$ cat config.mk
export PLATFORM = sky130hd
export DESIGN_NAME = puf_measure_ctrl
export DESIGN_NICKNAME = d
export VERILOG_FILES = /design/src/rtl/puf_measure_ctrl.sv
export SDC_FILE = /design/constraint.sdc
export NUM_CORES = 1
export LEC_CHECK = 0
export CORE_UTILIZATION = 45
export CTS_BUF_LIST = sky130_fd_sc_hd__clkbuf_4 sky130_fd_sc_hd__clkbuf_8
export DETAILED_ROUTE_END_ITERATION = 12
export HOLD_SLACK_MARGIN = 0.06
export PLACE_DENSITY = 0.68
export RECOVER_POWER = 50
export SLEW_MARGIN = 20
export SYNTH_ARGS = -nofsm -noshare
export SYNTH_HDL_FRONTEND = slang
export SYNTH_SLANG_ARGS = --single-unit
$ cat constraint.sdc
create_clock -name clk -period 6 [get_ports clk]
set_clock_uncertainty 0.15 [all_clocks]
set_input_delay 1.2 -clock clk [delete_from_list [all_inputs] [get_ports clk]]
set_output_delay 1.2 -clock clk [all_outputs]
set_load 0.01 [all_outputs]
$ cat src/rtl/puf_measure_ctrl.sv
// Ring-oscillator PUF measurement sequencer: clears and gates two RO counters,
// then compares the frozen counts into a response bit, margin, tie and saturation flag.
module puf_measure_ctrl #(
  parameter int CNT_W         = 12,
  parameter int CLR_CYCLES    = 2,
  parameter int WINDOW_CYCLES = 1024,
  parameter int SETTLE_CYCLES = 4
) (
  input  logic             clk,
  input  logic             reset,
  input  logic             start,
  input  logic             abort,
  input  logic [CNT_W-1:0] cnt_a,
  input  logic [CNT_W-1:0] cnt_b,
  output logic             cnt_clr,
  output logic             cnt_en,
  output logic             busy,
  output logic             done,
  output logic             resp_bit,
  output logic [CNT_W-1:0] margin,
  output logic             tie,
  output logic             sat
);

  localparam logic [15:0] CLR_LOAD    = 16'(CLR_CYCLES - 1);
  localparam logic [15:0] WINDOW_LOAD = 16'(WINDOW_CYCLES - 1);
  localparam logic [15:0] SETTLE_LOAD = 16'(SETTLE_CYCLES - 1);
  localparam logic [CNT_W-1:0] CNT_MAX = {CNT_W{1'b1}};

  typedef enum logic [2:0] {
    S_IDLE    = 3'd0,
    S_CLEAR   = 3'd1,
    S_COUNT   = 3'd2,
    S_SETTLE  = 3'd3,
    S_COMPARE = 3'd4,
    S_DONE    = 3'd5
  } state_t;

  function automatic logic [CNT_W-1:0] abs_diff(input logic [CNT_W-1:0] x,
                                                input logic [CNT_W-1:0] y);
    return (x > y) ? (x - y) : (y - x);
  endfunction

  state_t           r_state;
  logic [15:0]      r_phase;
  logic             r_cnt_clr;
  logic             r_cnt_en;
  logic             r_busy;
  logic             r_done;
  logic             r_resp_bit;
  logic [CNT_W-1:0] r_margin;
  logic             r_tie;
  logic             r_sat;

  logic             w_a_gt_b;
  logic             w_a_eq_b;
  logic             w_sat;
  logic [CNT_W-1:0] w_margin;

  assign w_a_gt_b = (cnt_a > cnt_b);
  assign w_a_eq_b = (cnt_a == cnt_b);
  assign w_sat    = (cnt_a == CNT_MAX) || (cnt_b == CNT_MAX);
  assign w_margin = abs_diff(cnt_a, cnt_b);

  // Sequencer: phase counter reloads on every state entry and counts down to zero.
  always_ff @(posedge clk or posedge reset) begin
    if (reset) begin
      r_state    <= S_IDLE;
      r_phase    <= 16'd0;
      r_cnt_clr  <= 1'b0;
      r_cnt_en   <= 1'b0;
      r_busy     <= 1'b0;
      r_done     <= 1'b0;
      r_resp_bit <= 1'b0;
      r_margin   <= '0;
      r_tie      <= 1'b0;
      r_sat      <= 1'b0;
    end else begin
      case (r_state)
        S_IDLE: begin
          if (start) begin
            r_state   <= S_CLEAR;
            r_phase   <= CLR_LOAD;
            r_cnt_clr <= 1'b1;
            r_busy    <= 1'b1;
          end
        end
        S_CLEAR: begin
          if (abort) begin
            r_state   <= S_IDLE;
            r_cnt_clr <= 1'b0;
            r_cnt_en  <= 1'b0;
            r_busy    <= 1'b0;
          end else if (r_phase == 16'd0) begin
            r_state   <= S_COUNT;
            r_phase   <= WINDOW_LOAD;
            r_cnt_clr <= 1'b0;
            r_cnt_en  <= 1'b1;
          end else begin
            r_phase <= r_phase - 16'd1;
          end
        end
        S_COUNT: begin
          if (abort) begin
            r_state   <= S_IDLE;
            r_cnt_clr <= 1'b0;
            r_cnt_en  <= 1'b0;
            r_busy    <= 1'b0;
          end else if (r_phase == 16'd0) begin
            r_state  <= S_SETTLE;
            r_phase  <= SETTLE_LOAD;
            r_cnt_en <= 1'b0;
          end else begin
            r_phase <= r_phase - 16'd1;
          end
        end
        S_SETTLE: begin
          if (abort) begin
            r_state   <= S_IDLE;
            r_cnt_clr <= 1'b0;
            r_cnt_en  <= 1'b0;
            r_busy    <= 1'b0;
          end else if (r_phase == 16'd0) begin
            r_state <= S_COMPARE;
            r_phase <= 16'd0;
          end else begin
            r_phase <= r_phase - 16'd1;
          end
        end
        S_COMPARE: begin
          // Counters are frozen by now; the result registers are the latch.
          r_state    <= S_DONE;
          r_done     <= 1'b1;
          r_resp_bit <= w_a_gt_b;
          r_margin   <= w_margin;
          r_tie      <= w_a_eq_b;
          r_sat      <= w_sat;
        end
        S_DONE: begin
          r_state <= S_IDLE;
          r_done  <= 1'b0;
          r_busy  <= 1'b0;
        end
        default: begin
          r_state   <= S_IDLE;
          r_phase   <= 16'd0;
          r_cnt_clr <= 1'b0;
          r_cnt_en  <= 1'b0;
          r_busy    <= 1'b0;
          r_done    <= 1'b0;
        end
      endcase
    end
  end

  assign cnt_clr  = r_cnt_clr;
  assign cnt_en   = r_cnt_en;
  assign busy     = r_busy;
  assign done     = r_done;
  assign resp_bit = r_resp_bit;
  assign margin   = r_margin;
  assign tie      = r_tie;
  assign sat      = r_sat;

endmodule

After elaboration in Yosys (flattened, before gate mapping):

Index checks and enable logic that the tools add are counted.

* flip-flop bits (word level): 38
* output and inout port bits: 19
* bits of input ports: 28

* muxes and demuxes: 27
* $lt $le $gt $ge: 1
* reductions and logical operators: 13
* add/subtract/negate cells: 3
* equality and inequality tests: 18
* bitwise operators: 3

Operators by type and width (number)
* $mux 16: 7
* $pmux 16 s5: 1
* $eq 12x12->1 const B: 2
* $sub 12x12->12: 2
* $mux 3: 7
* $logic_not 16->1: 1
* $sub 16x1->16 const B: 1
* $pmux 3 s5: 1
* $eq 12x12->1: 1
* $gt 12x12->1: 1
* $mux 12: 1
* $reduce_and 4->1: 3
* $ne 2x2->1 const B: 5
* $ne 3x3->1 const B: 3
* $pmux 1 s4: 2
* $eq 3x2->1 const B: 2
* $eq 3x3->1 const B: 2
* $mux 1: 6
* $reduce_or 3->1: 2
* $reduce_and 5->1: 1
* $ne 2x1->1 const B: 2
* $reduce_or 2->1: 2
* $reduce_or 4->1: 1
* $eq 3x1->1 const B: 1
* 6 further kinds: 8

Logic depth before layout (Yosys ltp):

* depth after elaboration: 4
* gate-level depth with buffers: 11
* gate-level depth less buffers: 10

Worst setup path after synthesis:

Ideal clock, no wire load.

* path kind: input port to flip-flop
* start: in cnt_a[0]
* end: reg r_margin[11] (netlist: margin[11])
* stages on the path: 10
* data required time: 5.781 ns
* data arrival time: 3.231 ns
* slack: 2.551 ns
* cells stage by stage: inv_1 > ha_1 > fa_1 > nand2b_1 > a21oi_2 > a221oi_4 > o211ai_2 > a21oi_1 > or4_1 > nand3_1

* cells in the longest elaborated chain, start to end: 2

RTL lines
* from (decl): RTL line 13 `input logic [CNT_W-1:0] cnt_a,`
* $sub 12x12->12 / $gt 12x12->1 (equally long branches): RTL line 41 `return (x > y) ? (x - y) : (y - x);`
* $mux 12 *: RTL line 41
* to (signal assigned): RTL line 135 `r_margin <= w_margin;`
* to (decl): RTL line 51 `logic [CNT_W-1:0] r_margin;`

Mark *: on every way between the ends. The rest lies on a longest branch, timed or not.
A chain may end at the register's enable or synchronous reset.

Worst setup path after layout:

Ends and elaborated chain as after synthesis.

==> impl_results.md <==
- Final WL: around 8100 um
- WP data arrival: 4140 ps
- Via count: about 3100
- Pleak: ~1.7 nW
- Worst hold-check path type: flop to flop
- Final-report hold violation count: 0
- Final Max Slew Viols: 39
- Yosys cell types: 60
- Critical Path RT: slightly above 6000 ps
- Die height: roughly 86 um
- Failing checks: capacitance limit, slew limit
- FFs w/ async S/R, synth: between 90% and 100%
- Largest net degree at the start of global routing: 39
- Clock buffer depth: 2
- Filler Cell Count: 670
- Crit Path Class: input pin to flop
- Gr usage total: a little under a quarter
- Clock Root Buffer: clkbuf_8
- Crit Path Max Fanout: 9
- CTS tree: done
- Initial drt markers: around 150
- Sequential Power Share: about a third
- Period utilization: 67.66%
- Port Buffer Count: 46
- Multi-input logic area: 2013 sq um
- Prevailing post-synth register cell: dfrtp_1
- Internal Power: approximately 0.85 mW
- Comb pwr share: between 40% and 50%
- P&R area growth vs syn: 19.41%
- Share of cells above drive strength 1: between 4 and 5%
- Clock transition at path regs: 80 ps
- Number of flops mapped to enable cells by yosys: 0
- Clock share of power: 18.6%
- H-tree depth: 2
- DR DRC count: 0
- Clk_lat worst skew: just under 300 ps
- Sequential cell area: 950.9 sq um
- Outcome: finished with violations
- Post-DR wirelength/cell: around 15 um
- CTS resizes: 0
- Startpoint types: input pin
- Global Route met2 Usage: roughly 40%
- Pwr dens: between 300 and 400 nW/um^2
- Setup TNS: 0 ps
- GP Congestion: around 0.90
- Worst Hold End: margin[8]
- Total CTS buffers: 5
- Pre-antenna DRT Iters: 5
- Layer with the highest usage: met2
- #FFs+latches synth: 38
- Global-route wire length before repair: between 10000 and 15000 um
- Sequential-to-total area share from yosys stat: about 30%
- Antenna Nets Post-Route: 0
- Post-CTS setup buffer count: 0
- Die area: roughly 7500 sq um
- YS warnings: 0
- Synthesized area: approximately 3200 sq um
- HPWL Detailed: 6224 um
- CP Capture Type: flop
- Min-delay src: margin[8]
- Clock period minus worst slack: slightly above 4000 ps
- P_sw: 0.5592 mW
- Most frequent cells in the layout: 40 x nor2_1, 40 x nand2_1, 39 x o21ai_0, 39 x clkdlybuf4s50_1, 38 x dfrtp_1
- Synthesized instance count: slightly above 400
- Setup slack, reg-to-reg: 2680 ps
- Slew Limit Headroom: -35.16%
- Nets: approximately 500
- Unrepaired setup endpoints after global routing: false
- Initial antenna violation count: 0
- Switch share: between 30% and 40%
- Worst Reg2Reg Path Length in Cells: 9
- Vias in the first global route: between 2000 and 3000
- Die X: 86.37 um
- Num rows: 30
- Total power draw: between 1 and 1.5 mW
- Post-synth net total: about 460
- RR Startpoint: r_phase[0]
- Hold buffer count at CTS: 0
- Ports: 47
- Met3 GRT Util: around 2.6%
- Initial Util: a little under half
- CTS sink cnt: 38
- Avg Synthesized Cell Area: between 7 and 8 sq um
- Hold depth: 2
- Routing usage on met1: a little under a third
- Final setup fails: 0
- Vias per cell: around 5.6
- Worst-Margin Slew: 2027 ps
- Antenna cell count: 0
- Max-Cap Viols: 1
- GR Overflow Total: 0
- R2r endpoint: r_phase[5]
- Max rail drop VDD: 0.0001259 V
- Fmax: ~0.25 GHz
- Core area: between 6000 and 7000 sq um
==> area by class of cell <==
cell class              instances  share of cell area [%]
clock buffers                   5                   1.799
clock inverters                 3                   1.799
inverters                      37                   3.631
multi-input cells             316                   52.63
flip-flops and latches         38                   24.86
well taps                      96                   3.140
repair buffers                 47                   12.14
==> sequential cells by signal, summed over array words and instances (netlist names) <==
| register | cells |
|---|---|
| resp_bit | 1 |
| r_state | 3 |
| cnt_clr | 1 |
| sat | 1 |
| r_phase | 16 |
| done | 1 |
| tie | 1 |
| margin | 12 |
| busy | 1 |
| cnt_en | 1 |
==> layer usage <==
| metal | share of wire [%] | vias up | wire (um) |
|---|---|---|---|
| li1 | - | 1521 | - |
| met1 | 45 | 1436 | 3619 |
| met2 | 50 | 93 | 4040 |
| met3 | 3.9 | 11 | 316 |
| met4 | 1.7 | 0 | 141 |
| met5 | 0 | - | 0 |
==> stage by stage <==
| stage | hold slack [ps] | std cells | setup WS, ps | area (sq um) | utilization [%] |
|---|---|---|---|---|---|
| 3_5_place_dp | 318.4 | 534 | 1762 | 3702 | 54.19 |
| 3_3_place_gp | 315.5 | 534 | 1846 | 3702 | 54.19 |
| 2_1_floorplan | 321.7 | 410 | 2551 | 3203 | - |
| 6_report | 323.4 | 542 | 1941 | 3825 | 55.99 |
| 5_1_grt | 359.2 | 542 | 1745 | 3825 | 55.99 |
| 4_1_cts | 337.1 | 542 | 2072 | 3840 | 56.21 |
==> power by group through the flow <==
stage	sequential (mW)	combinational, mW	clock, mW
2_1_floorplan	0.458	0.454	0
3_3_place_gp	0.454	0.685	0
3_5_place_dp	0.459	0.702	0
4_1_cts	0.454	0.706	0.270
5_1_grt	0.468	0.779	0.282
6_report	0.453	0.694	0.261
==> cells by family after synthesis <==
family                   after synthesis  share of synthesized area [%]
XOR/XNOR                               9                          2.461
AO/OA/AOI/OAI                        117                          23.95
multiplexers                           2                         0.7031
AND/OR/NAND/NOR                      162                          25.47
buffers and inverters                 56                          7.109
flip-flops                            38                          29.69
adder cells (fa/ha/maj)               26                          10.63
==> worst max-delay path, cell delays in order <==
cell,delay [ps]
dlygate4sd3_1,570
inv_1,60
ha_1,220
fa_1,390
nand2b_1,190
a21oi_2,250
a221oi_4,110
o211ai_2,420
a21oi_1,150
or4_1,480
nand3_1,100
==> worst max path at each step <==
stage,from,endpoint,cells past startpoint
5_1_grt,cnt_a[0],margin[11],11
6_report,cnt_a[0],margin[11],11
3_3_place_gp,cnt_a[0],margin[11],11
4_1_cts,cnt_a[0],margin[11],11
3_5_place_dp,cnt_a[0],margin[11],11
2_1_floorplan,cnt_a[0],margin[11],10
==> cells in the mapped netlist, types with 2 or more instances <==
cell / instances / area share (%)
a211oi_1: 4 / 0.94
a21o_1: 12 / 2.8
a21oi_1: 21 / 3.3
a221oi_1: 2 / 0.55
a22oi_1: 2 / 0.47
a31oi_1: 6 / 1.2
and2_1: 4 / 0.78
and3_1: 6 / 1.2
buf_2: 4 / 0.63
buf_4: 3 / 0.70
clkbuf_1: 11 / 1.3
dfrtp_1: 38 / 30
fa_1: 2 / 1.3
ha_1: 24 / 9.4
inv_1: 36 / 4.2
nand2_1: 40 / 4.7
nand2b_1: 4 / 0.78
nand3_1: 14 / 2.2
nand3b_1: 2 / 0.47
nand4_1: 8 / 1.6
nor2_1: 40 / 4.7
nor2b_1: 7 / 1.4
nor3_1: 18 / 2.8
nor4_1: 4 / 0.78
o211ai_1: 6 / 1.4
o21a_1: 7 / 1.6
o21ai_0: 39 / 6.1
o31ai_1: 2 / 0.47
or3_1: 3 / 0.59
or3_4: 2 / 0.70
or4_1: 3 / 0.70
xnor2_1: 7 / 1.9
xor2_1: 2 / 0.55
Power figures use the tool's default switching activity.
